<file path="config.mk">
export PLATFORM = sky130hd
export DESIGN_NAME = scan_chain_ctrl_mc
export DESIGN_NICKNAME = d
export VERILOG_FILES = /design/src/rtl/scan_mc_pkg.sv /design/src/rtl/scan_word_serdes.sv /design/src/rtl/scan_chain_ctrl_mc.sv
export SDC_FILE = /design/constraint.sdc
export NUM_CORES = 1
export LEC_CHECK = 0
export CAP_MARGIN = 20
export CORE_MARGIN = 3
export CORE_UTILIZATION = 55
export CTS_CLUSTER_DIAMETER = 100
export DETAILED_ROUTE_END_ITERATION = 10
export GPL_TIMING_DRIVEN = 0
export PLACE_DENSITY = 0.83
export SKIP_LAST_GASP = 1
export SLEW_MARGIN = 10
export SYNTH_ARGS = -nofsm -noshare
export SYNTH_HDL_FRONTEND = slang
export SYNTH_SLANG_ARGS = --single-unit
</file>
<file path="constraint.sdc">
create_clock -name aclk -period 4.8 [get_ports aclk]
set_clock_uncertainty 0.05 [all_clocks]
set_input_delay 0.72 -clock aclk [delete_from_list [all_inputs] [get_ports aclk]]
set_output_delay 0.72 -clock aclk [all_outputs]
set_load 0.05 [all_outputs]
</file>
<file path="src/rtl/scan_mc_pkg.sv">
// Shared types and constants for the multi-chain scan controller.
// Holds the FSM state enum, per-word shift count K and mode encodings.
package scan_mc_pkg;

    localparam int NUM_CHAINS_D = 4;
    localparam int WORD_W_D     = 32;
    localparam int LEN_W_D      = 16;

    // Shifts per FIFO word and the counter width that can hold 0..K.
    localparam int K           = WORD_W_D / NUM_CHAINS_D;
    localparam int SHIFT_CNT_W = $clog2(K + 1);

    localparam logic MODE_LOAD    = 1'b0;
    localparam logic MODE_CAPTURE = 1'b1;

    typedef enum logic [2:0] {
        S_IDLE,
        S_FETCH,
        S_LATCH,
        S_SHIFT,
        S_STORE,
        S_FIN
    } state_t;

    function automatic int shift_cnt_w(input int k);
        return $clog2(k + 1);
    endfunction

endpackage

</file>
<file path="src/rtl/scan_word_serdes.sv">
// Word shift register between FIFO words and NUM_CHAINS serial lanes.
// Ports: clk/rst, i_load/i_load_data (parallel load), i_shift,
//   i_ser_in (inserted at top), o_ser_out (low lanes), i_nshift
//   (shifts done this word), o_word (captured word, right-aligned).
module scan_word_serdes #(
    parameter int NUM_CHAINS = 4,
    parameter int WORD_W     = 32,
    parameter int CW         = 4
) (
    input  logic                  clk,
    input  logic                  rst,
    input  logic                  i_load,
    input  logic [WORD_W-1:0]     i_load_data,
    input  logic                  i_shift,
    input  logic [NUM_CHAINS-1:0] i_ser_in,
    output logic [NUM_CHAINS-1:0] o_ser_out,
    input  logic [CW-1:0]         i_nshift,
    output logic [WORD_W-1:0]     o_word
);

    localparam int KW = WORD_W / NUM_CHAINS;

    logic [WORD_W-1:0] r_sh;
    logic [WORD_W-1:0] w_shifted;
    int                w_gap;

    generate
        if (NUM_CHAINS == WORD_W) begin : g_full
            assign w_shifted = i_ser_in;
        end else begin : g_part
            assign w_shifted = {i_ser_in, r_sh[WORD_W-1:NUM_CHAINS]};
        end
    endgenerate

    always_ff @(posedge clk or posedge rst) begin
        if (rst) begin
            r_sh <= '0;
        end else if (i_load) begin
            r_sh <= i_load_data;
        end else if (i_shift) begin
            r_sh <= w_shifted;
        end
    end

    assign o_ser_out = r_sh[NUM_CHAINS-1:0];

    // A short word has its captures sitting at the top; slide them
    // down by the missing shifts so leftover input bits fall off.
    always_comb begin
        w_gap  = KW - int'(i_nshift);
        o_word = r_sh >> (w_gap * NUM_CHAINS);
    end

endmodule

</file>
<file path="src/rtl/scan_chain_ctrl_mc.sv">
// Multi-chain scan controller: unpacks input-FIFO words onto NUM_CHAINS
// scan chains and packs captured bits back into the output FIFO.
// Ports: aclk/areset; start/length/mode in, busy/done out;
//   in_data/in_empty/in_rd_en (input FIFO); out_data/out_almost_full/
//   out_wr_en (output FIFO); scan_in/scan_out/scan_enable/scan_ck_enable.
// Build option SCAN_ROTATE_EN: mode=1 feeds scan_out back to scan_in so
//   a capture-only run leaves chain contents intact.
module scan_chain_ctrl_mc
    import scan_mc_pkg::*;
#(
    parameter int NUM_CHAINS = NUM_CHAINS_D,
    parameter int WORD_W     = NUM_CHAINS_D * K,
    parameter int LEN_W      = LEN_W_D
) (
    input  logic                  aclk,
    input  logic                  areset,
    input  logic                  start,
    input  logic [LEN_W-1:0]      length,
    input  logic                  mode,
    output logic                  busy,
    output logic                  done,
    input  logic [WORD_W-1:0]     in_data,
    input  logic                  in_empty,
    output logic                  in_rd_en,
    output logic [WORD_W-1:0]     out_data,
    input  logic                  out_almost_full,
    output logic                  out_wr_en,
    output logic [NUM_CHAINS-1:0] scan_in,
    input  logic [NUM_CHAINS-1:0] scan_out,
    output logic                  scan_enable,
    output logic                  scan_ck_enable
);

    localparam int KW = WORD_W / NUM_CHAINS;
    localparam int CW = (KW == K) ? SHIFT_CNT_W : shift_cnt_w(KW);

    state_t            r_state, w_state_nxt;
    logic [LEN_W-1:0]  r_rem, w_rem_nxt;
    logic [CW-1:0]     r_cnt, w_cnt_nxt;
    logic              r_mode, w_mode_nxt;
    logic              r_busy, w_busy_nxt;
    logic              r_done, w_done_nxt;

    logic              w_load;
    logic [WORD_W-1:0] w_load_data;
    logic              w_shift;
    logic [NUM_CHAINS-1:0] w_ser_out;
    logic [WORD_W-1:0] w_word;
    logic              w_rot;

    always_ff @(posedge aclk or posedge areset) begin
        if (areset) begin
            r_state <= S_IDLE;
            r_rem   <= '0;
            r_cnt   <= '0;
            r_mode  <= MODE_LOAD;
            r_busy  <= 1'b0;
            r_done  <= 1'b0;
        end else begin
            r_state <= w_state_nxt;
            r_rem   <= w_rem_nxt;
            r_cnt   <= w_cnt_nxt;
            r_mode  <= w_mode_nxt;
            r_busy  <= w_busy_nxt;
            r_done  <= w_done_nxt;
        end
    end

    always_comb begin
        w_state_nxt    = r_state;
        w_rem_nxt      = r_rem;
        w_cnt_nxt      = r_cnt;
        w_mode_nxt     = r_mode;
        w_busy_nxt     = r_busy;
        w_done_nxt     = r_done;
        w_load         = 1'b0;
        w_load_data    = '0;
        w_shift        = 1'b0;
        in_rd_en       = 1'b0;
        out_wr_en      = 1'b0;
        scan_enable    = 1'b0;
        scan_ck_enable = 1'b0;
        unique case (r_state)
            S_IDLE: begin
                if (start) begin
                    w_busy_nxt = 1'b1;
                    w_done_nxt = 1'b0;
                    w_mode_nxt = mode;
                    w_rem_nxt  = length;
                    w_cnt_nxt  = '0;
                    if (length == '0) begin
                        w_state_nxt = S_FIN;
                    end else if (mode == MODE_CAPTURE) begin
                        w_load      = 1'b1;
                        w_state_nxt = S_SHIFT;
                    end else begin
                        w_state_nxt = S_FETCH;
                    end
                end
            end
            S_FETCH: begin
                if (!in_empty) begin
                    in_rd_en    = 1'b1;
                    w_state_nxt = S_LATCH;
                end
            end
            S_LATCH: begin
                w_load      = 1'b1;
                w_load_data = in_data;
                w_state_nxt = S_SHIFT;
            end
            S_SHIFT: begin
                scan_enable = 1'b1;
                if (!out_almost_full) begin
                    scan_ck_enable = 1'b1;
                    w_shift        = 1'b1;
                    w_rem_nxt      = r_rem - LEN_W'(1);
                    w_cnt_nxt      = r_cnt + CW'(1);
                    if (r_cnt == CW'(KW - 1) || r_rem == LEN_W'(1)) begin
                        w_state_nxt = S_STORE;
                    end
                end
            end
            S_STORE: begin
                out_wr_en = 1'b1;
                w_cnt_nxt = '0;
                if (r_rem != '0) begin
                    if (r_mode == MODE_CAPTURE) begin
                        w_load      = 1'b1;
                        w_state_nxt = S_SHIFT;
                    end else begin
                        w_state_nxt = S_FETCH;
                    end
                end else begin
                    // done lands in the cycle right after the last write
                    w_done_nxt  = 1'b1;
                    w_busy_nxt  = 1'b0;
                    w_state_nxt = S_FIN;
                end
            end
            S_FIN: begin
                w_done_nxt  = 1'b1;
                w_busy_nxt  = 1'b0;
                w_state_nxt = S_IDLE;
            end
            default: begin
                w_state_nxt = S_IDLE;
            end
        endcase
    end

`ifdef SCAN_ROTATE_EN
    assign w_rot = (r_mode == MODE_CAPTURE);
`else
    assign w_rot = 1'b0;
`endif

    scan_word_serdes #(
        .NUM_CHAINS (NUM_CHAINS),
        .WORD_W     (WORD_W),
        .CW         (CW)
    ) u_serdes (
        .clk         (aclk),
        .rst         (areset),
        .i_load      (w_load),
        .i_load_data (w_load_data),
        .i_shift     (w_shift),
        .i_ser_in    (scan_out),
        .o_ser_out   (w_ser_out),
        .i_nshift    (r_cnt),
        .o_word      (w_word)
    );

    assign scan_in  = (r_state != S_SHIFT) ? '0 :
                      (w_rot ? scan_out : w_ser_out);
    assign out_data = (r_state == S_STORE) ? w_word : '0;
    assign busy     = r_busy;
    assign done     = r_done;

endmodule

</file>
==> impl_results.md, run 1 <==
* Syn_nets at around 540
* Slew margin rel. at 0.344
* Pwr Total at roughly 3.6 mW
* Syn Std Cell Area at around 4200 µm²
* Layout cells sized above 1 at 0.107
* Worst Path Max Fanout at 10
* Setup WS pre-CTS at about 0.15 ns
* Maximum clock frequency at 222 MHz
* Synth warnings at 0
* Critical path data required time at approximately 4.0 ns
* Total Routing Usage GR at 0.323
* Async set or reset register ratio after synthesis at 1.00
* I/O pins at 100
* CP Capture Type: output pin
* Pin count of the biggest net entering global routing at 35
* Final nets at 647
* Max VDD drop at ~0.34 mV
* Die extent in x at between 90 and 100 µm
* EDFF count, synth at 0
* Gr ovfl total at 0
* Final wirelength at 13800 µm
* Reg2Reg Depth at 9
* Synth unique cells at 59
* Max Cap Violations at 0
* Via density at around 6.3
* Worst-Margin Slew at approximately 0.98 ns
* Period Utilization, post-route at 0.937
* Placed instance area at approximately 5300 µm²
* Gp weighted congestion at just over 1
* H-tree depth at 3
* Leakage at 2.38 nW
* Die Area at 8650 µm²
* Num CTS Buffers at 9
* Core ar. at ~7300 µm²
* Total power per unit cell area at approximately 650 nW/µm²
* Avg Inst Size Synth at 8.78 µm²
* Row Count at 31
* Worst hold path class: register to register
* Clock Sinks at just under 60
* Routed vias at between 4k and 5k
* Final Hold Vio Count at 0
* Minimum clock period at 4.50 ns
* CTS Buffer Depth at 2
* Final Max Slew Viols at 0
* Most common cell after layout, fill and taps aside: clkdlybuf4s50_1
* Sequential-to-total area share from yosys stat at 0.349
* CP startpoint kind: register
* Crit path kind: register to output pin
* Number of global-route vias before repair at 4353
* CTS Root Cell: clkbuf_8
* Status: finished, final reports clean
* RSZ-0062 raised after global routing: no
* Cells after Synth at between 400 and 500
* Commonest non-fill, non-tap cells in the layout: clkdlybuf4s50_1, nand2_1, dfrtp_1, nor2_1
* Die Ht at 93.0 µm
* Drt wl/cell at 20.0 µm
* Hold Crit Depth at 2
* DRC viols at 0
* Initial Util at 0.571
* Critical path arrival at around 3.7 ns
* Initial antenna violation count at 0
* TritonCTS clock tree: yes
* Drt pass-1 iters at 5
* Layout Utilization at 0.757
* Final setup fails at 0
* Antenna Cells at 0
* ANT nets after route at 0
* Clock transition at path regs at about 0.08 ns
* Final HPWL DP at 10600 µm
* First-pass GRT wire length at 21900 µm
* # hold bufs at CTS at 0
* Detailed Route Iter0 Violations at around 420
* Cell area after layout at between 5000 and 6000 µm²
* Final setup TNS at 0 ns
* Synth Register Bits at slightly below 60
* Final worst setup slack at 0.302 ns
* Most frequently used flop master after synthesis: dfrtp_1
* Area delta synth->final at 32.6%
* I/O Buffers at between 90 and 100
* Worst skew pair latency at ~0.34 ns
-- state kept, by name (all words and copies together) (netlist names) --
| signal | count |
|---|---|
| busy | 1 |
| done | 1 |
| r_cnt | 4 |
| r_mode | 1 |
| r_rem | 16 |
| r_state | 3 |
| u_serdes.r_sh | 32 |
-- per-layer routing --
metal / part of all wire / up-vias / track usage
li1: - / 1987 / -
met5: 0 / - / 0
met2: 0.46 / 236 / 0.503
met3: 0.087 / 34 / 0.0788
met4: 0.028 / 0 / 0.131
met1: 0.43 / 2104 / 0.431
-- power by group --
group / internal (mW) / switching [mW] / leakage [nW]
Sequential: 0.718 / 0.310 / 0.723
Clock: 0.253 / 0.213 / 0.0945
Combinational: 0.875 / 1.23 / 1.57
Total: 1.85 / 1.75 / 2.38
-- worst max-delay path, cell delays in order (launching register included) --
cell and delay [ns]:
dfrtp_1 0.37, buf_2 0.25, buf_2 0.31, inv_1 0.09
ha_1 0.28, clkbuf_1 0.37, clkbuf_2 0.36, clkbuf_2 0.29
a21oi_1 0.10, o22ai_1 0.14, clkdlybuf4s50_1 0.82
-- cell usage after synthesis, drive strengths merged, types with 3 or more instances --
cell type  instances  area (µm²)
a221oi             4        35.0
nor2b              5        38.8
dfrtp             58        1450
nand3             13        65.1
o21ai             26         130
nand4              5        31.3
ha                 4        50.1
a32oi             11        96.3
mux4               4        90.1
nor3               7        51.3
nand3b             4        42.5
and3               6        37.5
nor2              39         149
buf               17         109
nor3b              4        30.0
mux2               5        56.3
a22o              29         254
a21oi             21         113
a21o              29         218
nor4              14         103
or3                3        23.8
o22ai              5        31.3
and2               7        43.8
inv               12        45.1
mux2i             29         290
nand2             63         239
clkbuf            19        71.3
o2bb2ai            4        35.0
-- per-stage QoR --
step,std cells,hold WS [ns]
3_5_place_dp,673,0.424
6_report,689,0.446
3_3_place_gp,672,0.418
2_1_floorplan,474,0.395
4_1_cts,689,0.441
5_1_grt,689,0.460
-- layout make-up --
class | count | area (µm²)
multi-input cells | 368 | 2490
fillers | 587 | 1770
flip-flops and latches | 58 | 1450
repair buffers | 100 | 1020
plain buffers | 36 | 184
clock buffers | 10 | 138
well taps | 99 | 124
clock inverters | 6 | 66.3
inverters | 12 | 45.0
-- worst paths after layout --
path	startpoint	end	slack (ns)
setup / recovery	r_cnt[0]	out_data[3]	0.30
hold / removal	r_mode	r_mode	0.45
setup reg to reg	r_cnt[0]	r_cnt[1]	2.18
hold reg to reg	r_mode	r_mode	0.45
max in group asynchronous	areset	u_serdes.r_sh[30]	3.31
min in group asynchronous	areset	u_serdes.r_sh[13]	0.79
-- cells by family (layout without fill, tap and decap cells) --
kind of cell               count (synthesis)  count (layout)  share of synthesized area
muxes                                     38              38                      0.105
buffers and inverters                     48             164                     0.0541
adders and majority gates                  4               4                     0.0120
xor gates and xnor gates                   2               2                    0.00421
DFF                                       58              58                      0.349
and+or+nand+nor                          178             178                      0.222
AOI/OAI and AO/OA                        146             146                      0.254
-- repair_timing --
| action | 4_1_cts | 5_1_grt |
|---|---|---|
| gates resized for setup | 2 | 3 |
| setup buffers | 0 | 0 |
| setup endpoints to repair | 2 | 3 |
Note: power is estimated with default switching activity, not from simulation.
==> run 2, diff against run 1 <==
Settings changed: REMOVE_ABC_BUFFERS from default to 1.
==> impl_results.md, run 2 (synthesized netlist as in run 1, its figures left out) <==
* Worst stage delay on the critical path at 0.88 ns (+0.06 ns)
* Final setup fails at 0 (unchanged)
* H-tree depth at 3 (unchanged)
* CP endpoint: scan_ck_enable
* Largest regs: u_serdes.r_sh: 32 flops, r_rem: 16 flops, r_cnt: 4 flops
* RR Startpoint: r_state[2]
* Final Hold Vio Count at 0 (unchanged)
* CTS Root Cell: clkbuf_8
* Crit path from: r_state[2]
* Routed vias at 4161 (-4.6%)
* Capture point of the worst reg-to-reg path: u_serdes.r_sh[24]
* I/O Buffers at 99 (unchanged)
* Minimum clock period at 4.64 ns (+0.145 ns)
* Final wirelength at 12200 µm (-12%)
* Layout Utilization at 0.750 (-0.00704)
* Maximum clock frequency at 215 MHz (-3.1%)
* Final Max Slew Viols at 0 (unchanged)
* Multi-input gate area at 2500 µm² (+0.40%)
* Die Area at 8650 µm² (unchanged)
* Clock transition at path regs at 0.07 ns (about the same)
* Total power per unit cell area at 641 nW/µm² (-1.6%)
* Gr ovfl total at 0 (unchanged)
* Gp weighted congestion at 0.908 (-11%)
* RSZ-0062 raised after global routing: no
* CTS Buffer Depth at 2 (unchanged)
* Drt pass-1 iters at 5 (unchanged)
* Final setup TNS at 0 ns (unchanged)
* Final nets at 618 (-4.5%)
* DRC viols at 0 (unchanged)
* Crit-path slowest cell: clkdlybuf4s50_1
* First-pass GRT wire length at 19900 µm (-9.3%)
* CP Capture Type: output pin
* Critical path arrival at 3.87 ns (+0.14 ns)
* Pin count of the biggest net entering global routing at 37 (+5.7%)
* Combinational power share at 0.563 (-0.021)
* Slew margin rel. at 0.430 (+0.0862)
* Leakage at 2.34 nW (-1.7%)
* ANT nets after route at 0 (unchanged)
* Area delta synth->final at 31.4%
* Clk pwr share at 0.136 (+0.006)
* CP Depth at 5 (-5)
* Num CTS Buffers at 9 (unchanged)
* Cell Chain, Critical Path: nand3b_4 > inv_2 > nand2b_1 > clkinv_2 > clkdlybuf4s50_1
* Critical path data required time at 4.03 ns (about the same)
* Min-delay src: r_mode
* R2R Setup Slk at 1.01 ns (-1.17 ns)
* Layout cells sized above 1 at 0.0963 (-0.0105)
* CP startpoint kind: register
* Share of power burned in registers at 0.301 (+0.015)
* Row Count at 31 (unchanged)
* # fillers at 546 (-7.0%)
* CP bufs+invs at 3 (-4)
* Seq. cell area at 1450 µm² (about the same)
* Int Pwr at 1.85 mW (+0.12%)
* # Post-CTS Setup Buffers at 0 (unchanged)
* Status: finished, final reports clean
* Number of global-route vias before repair at 3997 (-8.2%)
* Worst-Margin Slew at 0.851 ns (-0.131 ns)
* Commonest non-fill, non-tap cells in the layout: clkdlybuf4s50_1, nand2_1, dfrtp_1, nor2_1
* Worst Path Max Fanout at 36 (+26)
* Crit path kind: register to output pin
* Pwr Total at 3.50 mW (-2.6%)
* Initial Util at 0.571 (unchanged)
* Core ar. at 7290 µm² (unchanged)
* Detailed Route Iter0 Violations at 302 (-28%)
* Worst skew pair latency at 0.35 ns (about the same)
* Antenna Cells at 0 (unchanged)
* Die Ht at 93.0 µm (unchanged)
* Period Utilization, post-route at 0.967 (+0.0302)
* Initial antenna violation count at 0 (unchanged)
* Max Cap Violations at 0 (unchanged)
* Hold Crit Depth at 2 (unchanged)
* Total Routing Usage GR at 0.288 (-0.0346)
* Drt wl/cell at 18.5 µm (-7.7%)
* Max VDD drop at 0.347 mV (+2.2%)
* I/O pins at 100 (unchanged)
* Worst hold path class: register to register
* Final HPWL DP at 8460 µm (-20%)
* TritonCTS clock tree: yes
* Most common cell after layout, fill and taps aside: clkdlybuf4s50_1
* Sw frac at 0.472 (-0.0141)
* Reg with most FFs: u_serdes.r_sh
* Reg2Reg Depth at 7 (-2)
* Cell family with most CP delay: buffers and inverters
* Via density at 6.30 (-0.39%)
* Switching power at 1.65 mW (-5.4%)
* Largest register FFs at 32 (unchanged)
* Clock Sinks at 58 (unchanged)
* Die extent in x at 93.0 µm (unchanged)
## run 2: cell count changes in the layout (fill, tap and decap cells not counted), sizes merged
| cell | previous run | this run |
|---|---|---|
| clkinvlp | 3 | 1 |
| clkinv | 2 | 4 |
| inv | 12 | 11 |
| buf | 18 | 8 |
| clkbuf | 29 | 11 |
## run 2: routing by layer
layer,GRT usage,routed length [µm],vias up
met5,0,0,-
met4,0.131,351,0
met3,0.0475,878,31
met2,0.458,5750,199
met1,0.387,5230,1997
li1,-,-,1934
## run 2: final cells by class
cell class | instances | area share
timing repair buffer | 107 | 0.208
multi-input combinational | 368 | 0.458
tap | 99 | 0.0227
clock inverter | 5 | 0.00961
clock buffer | 11 | 0.0277
sequential | 58 | 0.266
inverter | 12 | 0.00847
## run 2: timing repair
action,4_1_cts,5_1_grt
gates resized for setup,1,2
hold buffers,0,0
setup endpoints to repair,4,8
## run 2: stage by stage
step / area (µm²) / setup slack [ns] / std cells / hold slack (ns)
global route: 5470 / 0.00424 / 660 / 0.459
global placement: 5100 / -0.471 / 636 / 0.413
CTS: 5450 / 0.181 / 659 / 0.440
floorplan: 3980 / 0.0534 / 438 / 0.395
finish: 5470 / 0.157 / 660 / 0.451
detailed placement: 5240 / 0.351 / 643 / 0.425
## run 2: worst reg2reg max path, delay by kind of cell (launching register included)
kind | cells | cell delay (ns)
buf+inv | 3 | 1.20
flops | 1 | 0.72
simple gates | 3 | 1.58
compound gates | 1 | 0.17
## run 2: worst min-delay path by stage
stage | to | slack [ns]
after floorplan | r_mode | 0.40
after global placement | r_mode | 0.41
after detailed placement | r_mode | 0.43
after CTS | r_mode | 0.44
after global routing | r_mode | 0.46
final | r_mode | 0.45
## run 2: power groups by stage
stage                     Combinational [mW]  Sequential [mW]  Clock [mW]
final                                   1.97             1.06       0.475
after global routing                    2.15             1.10       0.495
after CTS                               1.95             1.04       0.474
after detailed placement                1.94             1.04           0
after global placement                  1.78             1.06           0
after floorplan                         1.38            0.996           0
